## src/rtl/rd_preamble_seq_if.sv

```systemverilog
// rd_preamble_seq_if: read command channel into the preamble sequencer
interface rd_preamble_seq_if #(
   parameter int RL_W = 6
) ();
   logic            rd_cmd_i;
   logic            rd_cmd_ready_o;
   logic [RL_W-1:0] rl_i;
   logic [2:0]      pre_amble_sett_i;
   modport master (output rd_cmd_i, rl_i, pre_amble_sett_i, input rd_cmd_ready_o);
   modport slave  (input rd_cmd_i, rl_i, pre_amble_sett_i, output rd_cmd_ready_o);
endinterface

```

## src/rtl/rd_preamble_seq.sv

```systemverilog
// rd_preamble_seq: queues read commands, times each DQS preamble search window,
// detects the "10" preamble and opens one burst capture window per command.
module rd_preamble_seq #(
   parameter int CMD_DEPTH = 4,
   parameter int RL_W      = 6,
   parameter int TO_CYC    = 16,
   parameter int BL_CYC    = 8
) (
   input  logic                           clk_i,
   input  logic                           reset_n_i,
   input  logic                           en_i,
   rd_preamble_seq_if.slave               cmd,
   input  logic                           DQS_AD_i,
   output logic                           det_en_o,
   output logic                           capture_en_o,
   output logic                           burst_done_o,
   output logic                           timeout_o,
   output logic                           busy_o,
   output logic [$clog2(CMD_DEPTH+1)-1:0] cmd_cnt_o
);
   localparam int PTR_W = $clog2(CMD_DEPTH);
   localparam int QC_W  = $clog2(CMD_DEPTH+1);
   localparam int CNT_W = $clog2(TO_CYC > BL_CYC ? TO_CYC : BL_CYC);
   typedef enum logic [1:0] {IDLE, WAIT_PRE, CAPTURE} state_t;
   state_t           state, state_nxt;
   logic [RL_W-1:0]  dly [CMD_DEPTH];
   logic [PTR_W-1:0] wr_ptr, rd_ptr;
   logic [QC_W-1:0]  cnt_q;
   logic [CNT_W-1:0] cnt, cnt_nxt;
   logic [1:0]       s, s_nxt;
   logic [RL_W-1:0]  pre_len, new_dly;
   logic             push, pop, done_nxt, to_nxt;
   assign pre_len = cmd.pre_amble_sett_i[2] ? RL_W'(4) : RL_W'(cmd.pre_amble_sett_i[1:0]) + RL_W'(1);
   assign new_dly = cmd.rl_i > pre_len ? cmd.rl_i - pre_len : '0;
   assign cmd.rd_cmd_ready_o = en_i && cnt_q != QC_W'(CMD_DEPTH);
   assign push = cmd.rd_cmd_i && cmd.rd_cmd_ready_o;
   assign det_en_o = state == WAIT_PRE;
   assign capture_en_o = state == CAPTURE;
   assign busy_o = state != IDLE || cnt_q != '0;
   assign cmd_cnt_o = cnt_q;
   // One counter serves both the search window and the capture window.
   always_comb begin
      state_nxt = state;
      cnt_nxt = cnt;
      s_nxt = s;
      pop = 1'b0;
      done_nxt = 1'b0;
      to_nxt = 1'b0;
      case (state)
         IDLE: if (cnt_q != '0 && dly[rd_ptr] == '0) begin
            state_nxt = WAIT_PRE;
            cnt_nxt = '0;
            s_nxt = '0;
         end
         WAIT_PRE: begin
            s_nxt = {s[0], DQS_AD_i};
            cnt_nxt = cnt + CNT_W'(1);
            if (s == 2'b10) begin
               state_nxt = CAPTURE;
               cnt_nxt = '0;
            end else if (cnt == CNT_W'(TO_CYC-1)) begin
               state_nxt = IDLE;
               pop = 1'b1;
               to_nxt = 1'b1;
            end
         end
         CAPTURE: begin
            cnt_nxt = cnt + CNT_W'(1);
            if (cnt == CNT_W'(BL_CYC-1)) begin
               state_nxt = IDLE;
               pop = 1'b1;
               done_nxt = 1'b1;
            end
         end
         default: state_nxt = IDLE;
      endcase
      if (!en_i) begin
         state_nxt = IDLE;
         pop = 1'b0;
         done_nxt = 1'b0;
         to_nxt = 1'b0;
      end
   end
   always_ff @(posedge clk_i or negedge reset_n_i)
      if (!reset_n_i) begin
         state <= IDLE;
         cnt <= '0;
         s <= '0;
         burst_done_o <= 1'b0;
         timeout_o <= 1'b0;
      end else begin
         state <= state_nxt;
         cnt <= cnt_nxt;
         s <= s_nxt;
         burst_done_o <= done_nxt;
         timeout_o <= to_nxt;
      end
   // Delays count down in place; a fresh entry starts at its full delay.
   always_ff @(posedge clk_i or negedge reset_n_i)
      if (!reset_n_i) begin
         for (int i = 0; i < CMD_DEPTH; i++) dly[i] <= '0;
         wr_ptr <= '0;
         rd_ptr <= '0;
         cnt_q <= '0;
      end else if (!en_i) begin
         wr_ptr <= '0;
         rd_ptr <= '0;
         cnt_q <= '0;
      end else begin
         for (int i = 0; i < CMD_DEPTH; i++) dly[i] <= dly[i] == '0 ? '0 : dly[i] - RL_W'(1);
         if (push) dly[wr_ptr] <= new_dly;
         wr_ptr <= wr_ptr + PTR_W'(push);
         rd_ptr <= rd_ptr + PTR_W'(pop);
         cnt_q <= cnt_q + QC_W'(push) - QC_W'(pop);
      end
endmodule

```

## src/flat_wrapper.sv

```systemverilog
// flat-port wrapper written by rule: the top's interface ports become plain ports
module rd_preamble_seq_flat 
#(
   parameter int CMD_DEPTH = 4,
   parameter int RL_W      = 6,
   parameter int TO_CYC    = 16,
   parameter int BL_CYC    = 8
)
  (clk_i, reset_n_i, en_i, DQS_AD_i, det_en_o, capture_en_o, burst_done_o, timeout_o, busy_o, cmd_cnt_o, cmd_rd_cmd_i, cmd_rl_i, cmd_pre_amble_sett_i, cmd_rd_cmd_ready_o);
  rd_preamble_seq_if #(.RL_W(RL_W)) cmd_i ();
  input  logic clk_i;
  input  logic reset_n_i;
  input  logic en_i;
  input  logic DQS_AD_i;
  output logic det_en_o;
  output logic capture_en_o;
  output logic burst_done_o;
  output logic timeout_o;
  output logic busy_o;
  output logic [$clog2(CMD_DEPTH+1)-1:0] cmd_cnt_o;
  input wire logic [$bits(cmd_i.rd_cmd_i)-1:0] cmd_rd_cmd_i;
  input wire logic [$bits(cmd_i.rl_i)-1:0] cmd_rl_i;
  input wire logic [$bits(cmd_i.pre_amble_sett_i)-1:0] cmd_pre_amble_sett_i;
  output wire logic [$bits(cmd_i.rd_cmd_ready_o)-1:0] cmd_rd_cmd_ready_o;
  assign cmd_i.rd_cmd_i = cmd_rd_cmd_i;
  assign cmd_i.rl_i = cmd_rl_i;
  assign cmd_i.pre_amble_sett_i = cmd_pre_amble_sett_i;
  assign cmd_rd_cmd_ready_o = cmd_i.rd_cmd_ready_o;
  rd_preamble_seq #(.CMD_DEPTH(CMD_DEPTH), .RL_W(RL_W), .TO_CYC(TO_CYC), .BL_CYC(BL_CYC)) u_core (.clk_i(clk_i), .reset_n_i(reset_n_i), .en_i(en_i), .cmd(cmd_i), .DQS_AD_i(DQS_AD_i), .det_en_o(det_en_o), .capture_en_o(capture_en_o), .burst_done_o(burst_done_o), .timeout_o(timeout_o), .busy_o(busy_o), .cmd_cnt_o(cmd_cnt_o));
endmodule
```

## config.mk

```make
export PLATFORM = sky130hd
export DESIGN_NAME = rd_preamble_seq_flat
export DESIGN_NICKNAME = d
export VERILOG_FILES = /design/src/rtl/rd_preamble_seq_if.sv /design/src/rtl/rd_preamble_seq.sv /design/src/flat_wrapper.sv
export SDC_FILE = /design/constraint.sdc
export NUM_CORES = 1
export LEC_CHECK = 0
export ABC_CLOCK_PERIOD_IN_PS = 4400
export CAP_MARGIN = 20
export CORE_ASPECT_RATIO = 1.5
export CORE_MARGIN = 3
export CORE_UTILIZATION = 50
export CTS_BUF_LIST = sky130_fd_sc_hd__clkbuf_8
export DETAILED_ROUTE_END_ITERATION = 16
export GPL_TIMING_DRIVEN = 0
export PLACE_DENSITY_LB_ADDON = 0.1
export SLEW_MARGIN = 20
export SYNTH_ARGS = -nofsm -noshare
export SYNTH_HDL_FRONTEND = slang
export SYNTH_SLANG_ARGS = --single-unit
export TNS_END_PERCENT = 1
```

## constraint.sdc

```tcl
create_clock -name clk_i -period 4.4 [get_ports clk_i]
set_clock_uncertainty 0.2 [all_clocks]
set_input_delay 0.66 -clock clk_i [delete_from_list [all_inputs] [get_ports clk_i]]
set_output_delay 0.66 -clock clk_i [all_outputs]
set_load 0.005 [all_outputs]
```

# Yosys cells after proc, flatten, opt, wreduce, memory -nomap -nowiden
# Cells that the tools add are included.
[word_totals]
regBits = 41
inputBits = 14
out_inout_bits = 9
elab_cells = 93
[classes]
addsub = 11
order_cmp = 4
eq_ne = 10
mux = 36
bitwise = 2
reduce_logical = 18
[op_table]
columns = ["operator", "n"]
rows = [
  ["$mux W6", 9],
  ["$logic_not A6 Y1", 5],
  ["$bwmux W24", 1],
  ["$mux W24", 1],
  ["$sub A6 B1 Y6 const B", 4],
  ["$mux W2", 8],
  ["$bmux W6 S2", 1],
  ["$demux W6 S2", 1],
  ["$pmux W4 S3", 1],
  ["$mux W1", 8],
  ["$mux W4", 2],
  ["$ge A3 B3 Y1 const B", 2],
  ["$gt A6 B6 Y1", 1],
  ["$ne A3 B2 Y1 const B", 2],
  ["$not A2 Y3", 2],
  ["$pmux W2 S3", 1],
  ["$reduce_bool A3 Y1", 2],
  ["$sub A6 B6 Y6", 1],
  ["$add A2 B1 Y2", 2],
  ["$add A4 B1 Y4 const B", 1],
  ["$eq A2 B2 Y1 const B", 2],
  ["$eq A4 B3 Y1 const B", 1],
  ["$eq A4 B4 Y1 const B", 1],
  ["$logic_and A1 B1 Y1", 4],
  ["16 further kinds", 18],
]

# Longest topological paths before layout
[logic_depth]
word_depth = 9
mapped_depth = 12

# Worst setup path before layout
# No wires, ideal clock.
[synth_path]
path_type = "in2reg"
start = "in en_i"
end = "reg u_core.cnt_q[2] (netlist: u_core.cmd_cnt_o[2])"
t_arrival_ns = 2.489
t_required_ns = 4.081
path_slack_ns = 1.592
path_stages = 11
path_buffers = 1
cell_sequence = "clkbuf_1 -> and3_1 -> and3_1 -> o21a_1 -> ha_1 -> inv_1 -> ha_1 -> inv_1 -> fa_1 -> xnor2_1 -> and2_1"
[synth_between]
elab_chain_len = 5
[synth_lines]
columns = ["element", "line", "source"]
rows = [
  ["start: declaration", "flat_wrapper.sv:13", "input logic en_i;"],
  ["$logic_and A1 B1 Y1", "rd_preamble_seq.sv:35", "assign cmd.rd_cmd_ready_o = en_i && cnt_q != QC_W'(CMD_DEPTH);"],
  ["$logic_and A1 B1 Y1", "rd_preamble_seq.sv:36", "assign push = cmd.rd_cmd_i && cmd.rd_cmd_ready_o;"],
  ["$add A3 B1 Y3", "rd_preamble_seq.sv:114", "cnt_q <= cnt_q + QC_W'(push) - QC_W'(pop);"],
  ["$sub A3 B1 Y3", "rd_preamble_seq.sv:114", ""],
  ["$mux W3 (*)", "rd_preamble_seq.sv:105", "end else if (!en_i) begin"],
  ["end signal: assignment", "rd_preamble_seq.sv:114", ""],
  ["end: declaration", "rd_preamble_seq.sv:28", "logic [QC_W-1:0] cnt_q;"],
]
# Every way passes the cells marked *; elsewhere a longest branch is shown, timed or not.
# A chain may end at the register's enable or synchronous reset.

# Worst setup path in the final report
[layout_path]
start = "in en_i"
end = "out cmd_rd_cmd_ready_o"
[layout_between]
elab_chain_len = 1
[layout_lines]
columns = ["element", "line", "source"]
rows = [
  ["$logic_and A1 B1 Y1", "rd_preamble_seq.sv:35", ""],
  ["end: declaration", "flat_wrapper.sv:24", "output wire logic [$bits(cmd_i.rd_cmd_ready_o)-1:0] cmd_rd_cmd_ready_o;"],
]
# Every way passes these cells.

==> out/metrics.csv <==
metric,value,unit
status,completed,
number of global-route vias before repair,2555,
initial antenna violation count,0,
wl on met1,2.93,mm
Synth Net Count,350,
Cell variety after synth,60,
top cells by instance count after synthesis,"41 x dfrtp_1, 28 x o21ai_0, 24 x nor2_1",
Worst Setup Path Type,primary input to output pin,
DR vias,2505,
Final Util,59.3,%
met2 wire length,3.81,mm
max-cap viol count,0,
ratio of final minimum period to clock period,86.3,%
number of routed nets with antenna violations,0,
Post-synth EDFFs,0,
worst path bufs/invs,4,
CTS Hold Bufs,0,
Synth area leader,dfrtp_1,
synthesized flop and latch total,41,
Initial Util,51.9,%
kind of cell adding the most delay to the critical path,buffers and inverters,
Worst Reg-to-Reg Cells,12,
Placed Instance Area,0.00317,mm²
met3 WL,224,µm
Ys Warns,0,
H-tree lvl count,2,
GPL Wtd Cong,0.893,
post-layout instance area,0.00326,mm²
Num CTS Buffers,5,
"slowest stage delay, CP",570,ps
Post-Synthesis Cells,315,
num rows,33,
FF-to-FF Start,u_core.state[1]$_DFFE_PN0P_,
post-DP HPWL,5.37,mm
Detailed Route WL,7.08,mm
slack of the worst reg-to-reg path,1540,ps
TritonCTS clock tree,yes,
actual slew at the worst max-slew pin,730,ps
Worst R2R End,u_core.cmd_cnt_o[2]$_DFF_PN0_,
Placeable Area,0.00549,mm²
# diodes,0,
DR DRC count,0,
syn avg cell area,9.04,µm²
Pre-antenna DRT Iters,4,
Leakage,1.39,nW
dpl cells,408,
ys flop type,dfrtp_1,
Power Density,419,mW/mm²
share of layout cells above drive strength 1,5.80,%
GRT Overall Usage,23.4,%
Die W,67.6,µm
"slowest stage cell, crit path",clkdlybuf4s50_1,
fmax,0.263,GHz
setup repair bufs after CTS,0,
Crit. End Element,output pin,
critical path arrival,2940,ps
endpoints failing setup,0,
Clock Tree Buf Depth,2,
nets,380,
"Seq/Total Area, Yosys",36.0,%
clock sink count,41,
Hold Crit Class,primary input to asynchronous set/reset pin,
async set-reset flop share out of synthesis,100,%
largest net degree at the start of global routing,28,
cell area after synthesis,0.00285,mm²
DR WL/cell,17.1,µm
top sig layer,met4,
required time worst endpoint,3540,ps
"Cell Count, Final, Fillers Out",415,
PortBufs,22,
"Reg clk slew, reported paths",80,ps
post-synth top area share,36.0,%
Layout area overhead,14.4,%
root buf cell,clkbuf_8,
io pins,23,
post_cts resized,0,
Slew HR,51.2,%
critical path peak fanout,10,
top post-synthesis cells by area,"dfrtp_1 36%, ha_1 8.3%, o21ai_0 4.9%",
vias per cell,6.04,
VDD IR-drop max,0.000223,V
DRT iter0 DRCs,91,
first-pass GRT wire length,12.0,mm
Final min period,3800,ps
Overflow after GRT,0,
Die H,98.5,µm
CP startpoint kind,primary input,
most common cell in the synthesized netlist,dfrtp_1,
Clock Latency Late Sink,290,ps
power after layout,0.00137,W
crit-path cells,clkdlybuf4s50_1 -> clkbuf_1 -> clkbuf_1 -> nor2b_1 -> clkdlybuf4s50_1,
RSZ-0062 raised after global routing,no,
Final TNS setup,0,ps
final hold violations,0,
Die ar.,0.00666,mm²
fin. max-slew vios,0,
==> state kept, by name, indices dropped and copies added (netlist names), 2 cells and up <==
name / flops
u_core.dly: 24
u_core.cnt: 4
u_core.cmd_cnt_o: 3
u_core.rd_ptr: 2
u_core.s: 2
u_core.state: 2
u_core.wr_ptr: 2
==> through the flow <==
| stage | hold slack (ps) | setup slack [ps] |
|---|---|---|
| 2_1_floorplan | 164 | 1590 |
| 3_3_place_gp | 304 | 651 |
| 3_5_place_dp | 309 | 648 |
| 4_1_cts | 86.2 | 644 |
| 5_1_grt | 90.5 | 509 |
| 6_report | 76.9 | 604 |
==> cell type report <==
class / count / area [µm²]
Tap cell: 70 / 87.6
Clock inverter: 1 / 3.75
Buffer: 10 / 46.3
Inverter: 20 / 75.1
Timing Repair Buffer: 23 / 235
Clock buffer: 6 / 82.6
Fill cell: 501 / 2230
Sequential cell: 41 / 1030
Multi-Input combinational cell: 244 / 1700
==> worst max path at each step <==
stage                     slack, ps  start  cells after the start                            end
after floorplan                1590   en_i                     11  u_core.cmd_cnt_o[2]$_DFF_PN0_
after global placement          650   en_i                      5             cmd_rd_cmd_ready_o
after detailed placement        650   en_i                     12  u_core.cmd_cnt_o[2]$_DFF_PN0_
after CTS                       640   en_i                      5             cmd_rd_cmd_ready_o
after global routing            510   en_i                      5             cmd_rd_cmd_ready_o
final                           600   en_i                      5             cmd_rd_cmd_ready_o
==> power by group <==
group          total, W  internal [W]  switching, W
clock          0.000255      0.000122      0.000132
combinational  0.000494      0.000240      0.000253
sequential     0.000617      0.000479      0.000138
total           0.00137      0.000842      0.000524
==> kinds of logic after synthesis <==
| logic type | synth area share (%) |
|---|---|
| adder cells (fa/ha/maj) | 9.75 |
| multiplexers | 2.33 |
| XOR/XNOR | 1.54 |
| buffers and inverters | 4.26 |
| flip-flops | 36.0 |
| AND/OR/NAND/NOR | 25.9 |
| AO/OA/AOI/OAI | 20.2 |
==> layout by cell type (no fill, tap or decap), drive strengths merged, types with 2 or more instances in the layout <==
master and n:
nor3b 3, clkbuf 13, nor3 12, and2 10, o21a 7, a32o 2, nand4 6, a22oi 2
a32oi 4, clkdlybuf4s50 21, mux2 2, or3 2, xnor2 2, o21ai 30, o211ai 6, nor2 24
fa 2, xor2 3, or2 3, and3 3, o22ai 5, mux2i 4, or4 2, dfrtp 41
nand2 20, nor4 7, a21oi 11, a221oi 2, a21o 2, nand2b 6, nor2b 10, nand3 6
o221ai 3, buf 5, inv 21, a22o 4, ha 19, nand4b 6
==> metal layers <==
metal  GRT usage (%)  up-vias
met5               0        -
met4            8.44        0
met3            3.53       11
met2            42.1       57
met1            26.9     1219
li1                -     1218
Power figures use the tool's default switching activity.
